**src/rtl/tcni_recv_dma.sv**
```systemverilog
// Receive-side DMA sequencer: writes incoming NoC packets (header + payload) into a CPU-armed buffer.
// Optional trailer checksum verification is compiled in with TCNI_RECV_CHECKSUM_EN.
module tcni_recv_dma #(
  parameter int unsigned DATA_W  = 32,
  parameter int unsigned ADDR_W  = 32,
  parameter int unsigned MAX_LEN = 64
) (
  input  logic              clock_in,
  input  logic              reset_in,
  input  logic [ADDR_W-1:0] cfg_base_in,
  input  logic              cfg_start_in,
  output logic              busy_out,
  output logic              done_out,
  input  logic              done_ack_in,
  output logic              err_out,
  output logic [15:0]       len_out,
  input  logic [DATA_W-1:0] flit_data_in,
  input  logic              flit_valid_in,
  output logic              flit_ready_out,
  output logic [ADDR_W-1:0] mem_addr_out,
  output logic [DATA_W-1:0] mem_data_out,
  output logic [3:0]        mem_wb_out,
  input  logic              mem_stall_in
);

  localparam logic [15:0]       MAX_L      = 16'(MAX_LEN);
  localparam logic [ADDR_W-1:0] WORD_BYTES = ADDR_W'(4);

`ifdef TCNI_RECV_CHECKSUM_EN
  typedef enum logic [2:0] {S_IDLE, S_ARMED, S_RECV, S_DROP, S_DONE, S_CHECK} state_t;
`else
  typedef enum logic [2:0] {S_IDLE, S_ARMED, S_RECV, S_DROP, S_DONE} state_t;
`endif

  state_t            state_q, state_d;
  logic [ADDR_W-1:0] base_q, wptr_q, wr_addr;
  logic [15:0]       len_q, count_q;
  logic              accept, wr_en, last_flit, write_pending, held, start_ok, complete;
`ifdef TCNI_RECV_CHECKSUM_EN
  logic [DATA_W-1:0] acc_q;
  logic              chk_err_q;
`endif

  assign accept        = flit_valid_in && flit_ready_out;
  assign last_flit     = (count_q == len_q - 16'd1);
  assign write_pending = (mem_wb_out != 4'b0000);
  assign held          = write_pending && mem_stall_in;
  assign start_ok      = (state_q == S_IDLE) && cfg_start_in && !done_out;
  assign complete      = (state_q == S_DONE) && (!write_pending || !mem_stall_in);
  assign busy_out      = (state_q != S_IDLE);

  always_comb begin
    state_d        = state_q;
    flit_ready_out = 1'b0;
    wr_en          = 1'b0;
    wr_addr        = wptr_q;
    unique case (state_q)
      S_IDLE: if (start_ok) state_d = S_ARMED;
      S_ARMED: begin
        flit_ready_out = !mem_stall_in;
        if (accept) begin
          wr_en   = 1'b1;
          wr_addr = base_q;
          if (flit_data_in[15:0] == 16'd0)      state_d = S_DONE;
          else if (flit_data_in[15:0] > MAX_L)  state_d = S_DROP;
          else                                  state_d = S_RECV;
        end
      end
      S_RECV: begin
        flit_ready_out = !mem_stall_in && !held;
        if (accept) begin
          wr_en = 1'b1;
`ifdef TCNI_RECV_CHECKSUM_EN
          if (last_flit) state_d = S_CHECK;
`else
          if (last_flit) state_d = S_DONE;
`endif
        end
      end
      S_DROP: begin
        flit_ready_out = 1'b1;
        if (accept && last_flit) state_d = S_IDLE;
      end
`ifdef TCNI_RECV_CHECKSUM_EN
      S_CHECK: begin
        flit_ready_out = 1'b1;
        if (accept) state_d = S_DONE;
      end
`endif
      S_DONE: if (complete) state_d = S_IDLE;
      default: state_d = S_IDLE;
    endcase
  end

  always_ff @(posedge clock_in or negedge reset_in) begin
    if (!reset_in) begin
      state_q      <= S_IDLE;
      base_q       <= '0;
      wptr_q       <= '0;
      len_q        <= '0;
      count_q      <= '0;
      done_out     <= 1'b0;
      err_out      <= 1'b0;
      len_out      <= '0;
      mem_addr_out <= '0;
      mem_data_out <= '0;
      mem_wb_out   <= '0;
`ifdef TCNI_RECV_CHECKSUM_EN
      acc_q        <= '0;
      chk_err_q    <= 1'b0;
`endif
    end else begin
      state_q <= state_d;
      if (start_ok) begin
        base_q  <= cfg_base_in;
        err_out <= 1'b0;
      end
      // A new write can only be accepted while the port is not stalled, so it never clobbers a held one.
      if (wr_en) begin
        mem_addr_out <= wr_addr;
        mem_data_out <= flit_data_in;
        mem_wb_out   <= '1;
      end else if (!mem_stall_in) begin
        mem_wb_out   <= '0;
      end
      if (accept) begin
        unique case (state_q)
          S_ARMED: begin
            len_q   <= flit_data_in[15:0];
            count_q <= '0;
            wptr_q  <= base_q + WORD_BYTES;
`ifdef TCNI_RECV_CHECKSUM_EN
            acc_q     <= flit_data_in;
            chk_err_q <= 1'b0;
`endif
          end
          S_RECV: begin
            count_q <= count_q + 16'd1;
            wptr_q  <= wptr_q + WORD_BYTES;
`ifdef TCNI_RECV_CHECKSUM_EN
            acc_q   <= acc_q ^ flit_data_in;
`endif
          end
          S_DROP: begin
            count_q <= count_q + 16'd1;
            if (last_flit) err_out <= 1'b1;
          end
`ifdef TCNI_RECV_CHECKSUM_EN
          S_CHECK: chk_err_q <= (flit_data_in != acc_q);
`endif
          default: ;
        endcase
      end
      if (complete) begin
        done_out <= 1'b1;
        len_out  <= len_q;
`ifdef TCNI_RECV_CHECKSUM_EN
        if (chk_err_q) err_out <= 1'b1;
`endif
      end else if (done_ack_in) begin
        done_out <= 1'b0;
      end
    end
  end

endmodule

```
**config.mk**
```make
export PLATFORM = sky130hd
export DESIGN_NAME = tcni_recv_dma
export DESIGN_NICKNAME = d
export VERILOG_FILES = /design/src/rtl/tcni_recv_dma.sv
export SDC_FILE = /design/constraint.sdc
export NUM_CORES = 1
export LEC_CHECK = 0
export CORE_MARGIN = 2
export CORE_UTILIZATION = 40
export DETAILED_ROUTE_END_ITERATION = 16
export RECOVER_POWER = 25
export SLEW_MARGIN = 20
export SYNTH_ARGS = -nofsm -noshare
export SYNTH_HDL_FRONTEND = slang
export SYNTH_SLANG_ARGS = --single-unit
```
**constraint.sdc**
```tcl
create_clock -name clock_in -period 3.4 [get_ports clock_in]
set_input_delay 0.68 -clock clock_in [delete_from_list [all_inputs] [get_ports clock_in]]
set_output_delay 0.68 -clock clock_in [all_outputs]
set_load 0.02 [all_outputs]
```
# Yosys cells after proc, flatten, opt, wreduce, memory -nomap -nowiden
# Index checks and enable logic that the tools add are counted.
[op_classes]
add_sub_neg = 4
order_cmp = 1
n_eq_ne = 12
mux = 24
reduce_logical = 25
[ops]
columns = ["operator", "n"]
rows = [
  ["32-bit by 3-bit adder with 32-bit output (second input constant)", 2],
  ["32-bit two-way mux", 2],
  ["32-bit one-hot mux with 2 select lines", 1],
  ["16-bit one-hot mux with 2 select lines", 1],
  ["3-bit two-way mux", 7],
  ["16-bit by 1-bit adder with 16-bit output (second input constant)", 1],
  ["16-bit == test", 1],
  ["16-bit by 7-bit greater-than comparator with 1-bit output (second input constant)", 1],
  ["16-bit logical NOT", 1],
  ["16-bit by 1-bit subtractor with 16-bit output (second input constant)", 1],
  ["3-bit one-hot mux with 5 select lines", 1],
  ["2-bit != test (second input constant)", 6],
  ["1-bit two-way mux", 9],
  ["4-bit two-way mux", 2],
  ["1-bit logical AND", 7],
  ["3-bit by 2-bit == test with 1-bit output (second input constant)", 2],
  ["2-bit AND reduction", 3],
  ["6-bit AND reduction", 1],
  ["2-bit nonzero test", 3],
  ["1-bit logical NOT", 4],
  ["4-bit nonzero test", 1],
  ["2-bit OR reduction", 2],
  ["3-bit by 1-bit == test with 1-bit output (second input constant)", 1],
  ["3-bit == test (second input constant)", 1],
  ["other kinds (5)", 5],
]
[word_totals]
regBits = 185
out_inout_bits = 88

# Depth between registers and ports, before layout
# Gate-level depths: netlist of run 1.
[depth]
word_depth = 9
mapped_depth = 12
depth_no_buf = 9

# Worst setup path after synthesis of run 1
# No wires, ideal clock.
[synth_path]
path_type = "register -> register"
startpoint = "register state_q[0]"
endpoint = "register wptr_q[14]"
setup_time_ns = 0.120
arrival_ns = 2.673
t_required_ns = 3.280
setup_slack_ns = 0.607
stages_incl_launch_ff = 13
n_path_buf = 3
synth_period_minus_slack_ns = 2.793
cell_sequence = "dfrtp_1 buf_4 or3b_1 buf_2 mux2i_1 inv_1 ha_1 nor3b_2 nand4_1 clkbuf_1 nor2_1 a211o_1 o211a_1"
[synth_via]
elab_chain_cells = 4
word_cells_on_any_way = 8
cone_classes = "3 x eq/ne; 2 x mux; 3 x reduce/logical"
[synth_rtl]
columns = ["element", "line", "rtl"]
rows = [
  ["start: declaration", "35", "state_t state_q, state_d;"],
  ["start signal: assignment", "113", "state_q <= state_d;"],
  ["3-bit by 2-bit == test with 1-bit output (tied with other cells)", "57", "unique case (state_q)"],
  ["1-bit one-hot mux with 3 select lines", "57", ""],
  ["1-bit logical AND", "44", "assign accept = flit_valid_in && flit_ready_out;"],
  ["2-bit AND reduction (no line)", "-", ""],
  ["end signal: assignment", "131", "wptr_q <= base_q + WORD_BYTES;"],
  ["end signal: assignment", "139", "wptr_q <= wptr_q + WORD_BYTES;"],
  ["end: declaration", "36", "logic [ADDR_W-1:0] base_q, wptr_q, wr_addr;"],
]
# Parallel ways exist; a longest one is shown, timed or not.
# A chain may end at the register's enable or synchronous reset.

# Final worst setup path of run 1
[layout_path]
startpoint = "register state_q[1]"
endpoint = "register wptr_q[25]"
# Same word-level chain as after synthesis.

==> results of run 1 <==
state kept, by name, indices dropped and copies added (netlist names), 3 cells and up:
| register | cells |
|---|---|
| state_q | 3 |
| count_q | 16 |
| base_q | 32 |
| len_out | 16 |
| mem_addr_out | 32 |
| wptr_q | 32 |
| len_q | 16 |
| mem_data_out | 32 |
where the power goes:
part / switching (mW) / total (mW) / internal (mW)
Clock: 0.819 / 1.93 / 1.11
Combinational: 2.60 / 4.73 / 2.13
Sequential: 0.815 / 3.79 / 2.98
Total: 4.23 / 10.5 / 6.22
routing by layer:
| metal | wire (um) | global-route usage |
|---|---|---|
| met1 | 11600 | 0.294 |
| met2 | 10600 | 0.312 |
| met4 | 275 | 0.0520 |
| met5 | 13 | 0 |
| met3 | 999 | 0.0431 |
how the worst max path moves through the flow:
stage	start	cells past startpoint	endpoint
final	state_q[1]	7	wptr_q[25]
after global routing	state_q[1]	7	wptr_q[25]
after CTS	state_q[1]	7	wptr_q[25]
after detailed placement	state_q[1]	7	wptr_q[25]
after global placement	state_q[1]	7	wptr_q[25]
after floorplan	state_q[0]	12	wptr_q[14]
layout make-up:
cell class	count	area, sq um	share of cell area
tap	285	357	0.0307
clock inverter	8	104	0.00895
timing repair buffer	184	1830	0.158
clock buffer	20	457	0.0393
multi-input combinational	706	4250	0.366
inverter	14	52.6	0.00453
sequential	182	4550	0.392
cell families after synthesis:
kind of cell,count (synthesis)
buffers and inverters,73
multiplexers,80
AO/OA/AOI/OAI,190
flip-flops,182
AND/OR/NAND/NOR,401
XOR/XNOR,32
adder cells (fa/ha/maj),3
layout by cell type (no fill, tap or decap), types with 7 or more instances in the layout:
cell	count
xnor2_1	19
a211oi_1	9
nand2b_1	8
nand3_1	25
or3_1	7
inv_1	14
nand2_1	220
and3_1	8
xor2_1	13
buf_4	22
nor3_1	26
o22ai_1	34
nor2_1	59
clkbuf_16	17
dfrtp_1	182
nor4_1	8
mux2_2	49
mux2i_1	30
a31oi_1	7
o21a_1	7
clkdlybuf4s50_1	156
a21oi_1	32
o21ai_0	62
worst max-delay path, cell delays in order (launching register included):
cell       delay [ns]
dfrtp_1          0.49
nor3b_4          0.61
mux2i_1          0.28
nor4_2           0.49
nand4_2          0.28
or3_4            0.47
a2111oi_2        0.38
a221oi_2         0.06
stage by stage:
stage	setup slack, ns	instance area, sq um	hold WS, ns	std cells
6_report	0.216	11600	0.474	1399
5_1_grt	0.0916	11600	0.496	1399
4_1_cts	0.263	11600	0.301	1399
3_5_place_dp	0.272	11100	0.462	1371
3_3_place_gp	0.319	11100	0.458	1371
2_1_floorplan	0.607	9090	0.384	961
==> impl_results.md, run 1 <==
* XOR/XNOR Fraction of Synth Area at 0.0308
* Post-synth top area share at 0.501
* Crit Path Category: flip-flop to flip-flop
* PostCTS Resize Cnt at 0
* Lkg Pwr at 5.16 nW
* Final Hold Vio Count at 0
* IO buf count at ~160
* Initial antenna violation count at 1
* Die Span Y at approximately 150 um
* First drt pass iteration count at 5
* Vias at roughly 7,400
* Post-Syn Area at between 9000 and 10,000 sq um
* Clock Skew at 0.0108 ns
* Worst-Skew Late Latency at 0.43 ns
* Critical Path RT at 3.70 ns
* Remaining DRCs at 0
* WL final at 23,400 um
* Total grt overflow at 0
* Worst Max-Slew Pin Slew at about 2.1 ns
* Clock net sink count at 182
* Final setup violation count at 0
* R2R depth at 7
* Full die area at about 24,000 sq um
* Vias in the first global route at about 7,300
* CTS Buf Count at 17
* Antenna Nets Post-Route at 0
* YS warnings at 0
* Register area share after synthesis at 0.501
* Flop-to-flop setup slack at between 0.2 and 0.25 ns
* Final Util at 0.516
* Setup TNS Final at 0 ns
* Status: finished, violations left
* Hold_sp: mem_data_out[9]
* Max-cap violations at 1
* Reg-to-Reg Start: state_q[1]
* CTS tree: built
* Failing checks: capacitance limit, slew limit
* Slew Limit Headroom at -0.406
* Die width at around 150 um
* Synth Area in Adders at 0.00413
* Synthesized flop and latch total at ~180
* Gr usage total at 0.203
* Synth top area cells: dfrtp_1 (50%), nand2_1 (9.1%), mux2_2 (6.1%), o21ai_0 (3.4%), mux2i_1 (3.3%)
* Row count at 55
* Total power draw at 10.5 mW
* R2r endpoint: wptr_q[25]
* Final Net Count at about 1,200
* Wire per inst at 16.8 um
* First-pass GRT wire length at between 30,000 and 40,000 um
* Worst hold stages at 2
* Synth Area in Compound Gates at 0.131
* Area Overhead vs Synth at 27.7%
* Core area at roughly 23,000 sq um
* Hold Path End: mem_data_out[9]
* Final worst-path cycle share at 0.937
* Number of enable flip-flop cells after synthesis at 0
* CP Launch Type: flip-flop
* Fraction of registers with async set/reset at 1.00
* Count leader, synth: nand2_1
* Starting Density at 0.404
* CTS clk-pin slew, worst paths at 0.07 ns
* Via density at between 5 and 6
* H-tree levels at 4
* RSZ-0062 raised after global routing: false
* Top cell type by total area after synthesis: dfrtp_1
* HP Class: flip-flop to flip-flop
* Post-Synth Simple-Gate Area at 0.203
* Syn avg cell area at 9.46 sq um
* GPL Wtd Cong at between 0.8 and 0.9
* DP Wirelength at between 15,000 and 20,000 um
* Critical Path End Type: flip-flop
* Largest net degree at the start of global routing at 79
* Layout cell share with drive strength beyond 1 at 0.112
* Initial detailed-routing violation count at between 400 and 500
* Final slew viol count at a little under 80
* Fin crit period at approximately 3.2 ns
* CP max FO at 10
* Syn nets at ~1,000
* CTS Hold Bufs at 0
* IO Pins at 158
* Fmax at 0.314 GHz
* Post-synthesis mux area share at 0.0953
* Worst EP arrival at between 3 and 4 ns
* Pwr dens at 900 nW/um^2
* CTS root buffer: clkbuf_16
* Distinct cells, synth at 70
* Main flop type after synthesis: dfrtp_1
* Commonest cells post-synth: nand2_1 (220), dfrtp_1 (182), o21ai_0 (62)
* Diode count at 0
* Largest family of logic cells by synthesized area: simple AND/OR/NAND/NOR gates
* VDD IR max at 365 uV
* CTS Buffer Depth at 2
* Post-CTS Setup Inserts at 0
* Cells after Synth at 961
* Number of fill cells in the layout at about 2,100
Power figures use the tool's default switching activity.
==> run 2: changes to the inputs <==
HOLD_SLACK_MARGIN = 0.02   (was not set)
==> results of run 2 <==
Final layout, timing and power as in run 1 (identical DEF).
==> run 3: changes to the inputs <==
CORE_MARGIN = not set   (was 2)
RECOVER_POWER = 100   (was 25)
SKIP_LAST_GASP = 1   (was not set)
==> impl_results.md, run 3 (same netlist as run 1, synthesis figures left out) <==
* H-tree levels at 4 (unchanged)
* CTS tree: built (unchanged)
* Fin crit period at 3.10 ns (was 3.18 ns)
* Final setup violation count at 0 (unchanged)
* Failing checks: DRC, capacitance limit, slew limit (was capacitance limit, slew limit)
* Layout Cells excl Fill at 1,401 (was 1,399)
* Worst Max-Slew Pin Slew at 2.24 ns (was 2.11 ns)
* Crit-path cells: clkbuf_1 -> nor3b_4 -> buf_12 -> buf_4 -> nand2_1 -> nand2_1 -> nand4_1 -> buf_4 -> or4_4 -> a21oi_1 -> o21a_1 (was nor3b_4 -> mux2i_1 -> nor4_2 -> nand4_2 -> or3_4 -> a2111oi_2 -> a221oi_2)
* Critical Path End Type: flip-flop (unchanged)
* Antenna Nets Post-Route at 0 (unchanged)
* Worst-Skew Late Latency at 0.44 ns (was 0.43 ns)
* Initial detailed-routing violation count at 469 (was 408)
* Final slew viol count at 87 (was 78)
* Crit Path Category: flip-flop to flip-flop (unchanged)
* Slowest CP cell: or4_4 (was nor3b_4)
* Min Hold Slack at 0.472 ns (was 0.474 ns)
* Wire per inst at 16.7 um (was 16.8 um)
* Area Overhead vs Synth at 27.5% (was 27.7%)
* Final Net Count at 1,181 (was 1,178)
* Die width at 153 um (was 155 um)
* Worst EP arrival at 3.47 ns (was 3.48 ns)
* Final Cell Area at 11,600 sq um (about the same)
* Gr usage total at 0.209 (was 0.203)
* Final worst-path cycle share at 0.912 (was 0.937)
* Slew Limit Headroom at -0.495 (was -0.406)
* Initial antenna violation count at 0 (was 1)
* CTS Buf Count at 17 (unchanged)
* Cell total after placement at 1,369 (was 1,371)
* HP Class: flip-flop to flip-flop (unchanged)
* CTS Hold Bufs at 0 (unchanged)
* Post-CTS Setup Inserts at 0 (unchanged)
* Setup TNS Final at 0 ns (unchanged)
* Final Hold Vio Count at 0 (unchanged)
* Max-cap violations at 1 (unchanged)
* Remaining DRCs at 5 (was 0)
* Via density at 5.25 (was 5.27)
* Clock net sink count at 182 (unchanged)
* Worst path max stage delay at 0.53 ns (was 0.61 ns)
* Starting Density at 0.413 (was 0.404)
* First drt pass iteration count at 11 (was 5)
* Largest net degree at the start of global routing at 89 (was 79)
* Total grt overflow at 0 (unchanged)
* CTS root buffer: clkbuf_16 (unchanged)
* WL final at 23,300 um (was 23,400 um)
* Most common cell after layout, fill and taps aside: nand2_1 (unchanged)
* Clock Skew at 0.0132 ns (was 0.0108 ns)
* PostCTS Resize Cnt at 0 (unchanged)
* First-pass GRT wire length at 39,200 um (was 39,000 um)
* Full die area at 23,300 sq um (was 23,900 sq um)
* Row count at 54 (was 55)
* Most frequent cells in the layout: nand2_1 (220), dfrtp_1 (182), dlygate4sd3_1 (89) (was nand2_1 (220), dfrtp_1 (182), clkdlybuf4s50_1 (156))
* IO buf count at 157 (unchanged)
* Reg area at 4550 sq um (unchanged)
* Core area at 22,000 sq um (was 22,500 sq um)
* Placed cell areas at 11,100 sq um (about the same)
* Fmax at 0.322 GHz (was 0.314 GHz)
* Status: finished, violations left (unchanged)
* Lkg Pwr at 5.30 nW (was 5.16 nW)
* GPL Wtd Cong at 0.838 (was 0.820)
* Diode count at 0 (unchanged)
* CP Launch Type: flip-flop (unchanged)
* CTS clk-pin slew, worst paths at 0.07 ns (about the same)
* CP max FO at 38 (was 10)
* VDD IR max at 353 uV (was 365 uV)
* IO Pins at 158 (unchanged)
* Area occupied by multi-input gates at 4230 sq um (was 4250 sq um)
* DP Wirelength at 16,200 um (was 16,500 um)
* RSZ-0062 raised after global routing: false (unchanged)
* Pwr dens at 890 nW/um^2 (was 900 nW/um^2)
* Die Span Y at 153 um (was 155 um)
* Vias at 7,362 (was 7,374)
* Number of fill cells in the layout at 2,061 (was 2,129)
* Critical Path RT at 3.77 ns (was 3.70 ns)
* Layout cell share with drive strength beyond 1 at 0.105 (was 0.112)
* CTS Buffer Depth at 2 (unchanged)
* Vias in the first global route at 7,305 (was 7,277)
* Final Util at 0.526 (was 0.516)
## run 3: critical path, delay by kind of cell (launching register included)
kind / cells / cell delay [ns]
compound gates: 2 / 0.29
simple gates: 5 / 1.26
buf+inv: 4 / 1.10
flops: 1 / 0.37
## run 3: area by class of cell
class	instances	area share
sequential	182	0.393
clock inverter	11	0.00972
multi-input combinational	706	0.365
clock buffer	21	0.0415
tap	280	0.0302
inverter	14	0.00454
timing repair buffer	187	0.156
## run 3: where the power goes
group          leakage [nW]  total [mW]  internal [mW]  switching [mW]
sequential             2.32        3.75           2.98           0.777
clock                 0.285        1.99           1.10           0.890
combinational          2.69        4.56           1.96            2.60
total                  5.30        10.3           6.04            4.27
## run 3: final timing paths
| path | slack, ns | from | end | cells after the start |
|---|---|---|---|---|
| setup / recovery | 0.30 | state_q[0] | wptr_q[23] | 11 |
| hold / removal | 0.47 | mem_data_out[14] | mem_data_out[14] | 2 |
| setup reg to reg | 0.30 | state_q[0] | wptr_q[23] | 11 |
| hold reg to reg | 0.47 | mem_data_out[14] | mem_data_out[14] | 2 |
| max in group asynchronous | 1.17 | reset_in | base_q[8] | 1 |
| min in group asynchronous | 0.90 | reset_in | mem_data_out[18] | 1 |
## run 3: per-stage QoR
stage                     setup slack (ns)  total power [mW]
after floorplan                      0.607              6.74
after global placement               0.398              8.48
after CTS                            0.384              10.6
final                                0.299              10.3
after global routing                 0.109              11.1
after detailed placement             0.386              8.55
## run 3: routing by layer
| metal | GRT usage | vias to the layer above | share of wire |
|---|---|---|---|
| met4 | 0.0654 | 0 | 0.011 |
| met5 | 0 | - | 0 |
| met1 | 0.295 | 3524 | 0.49 |
| met3 | 0.0435 | 18 | 0.049 |
| li1 | - | 3661 | - |
| met2 | 0.321 | 159 | 0.45 |
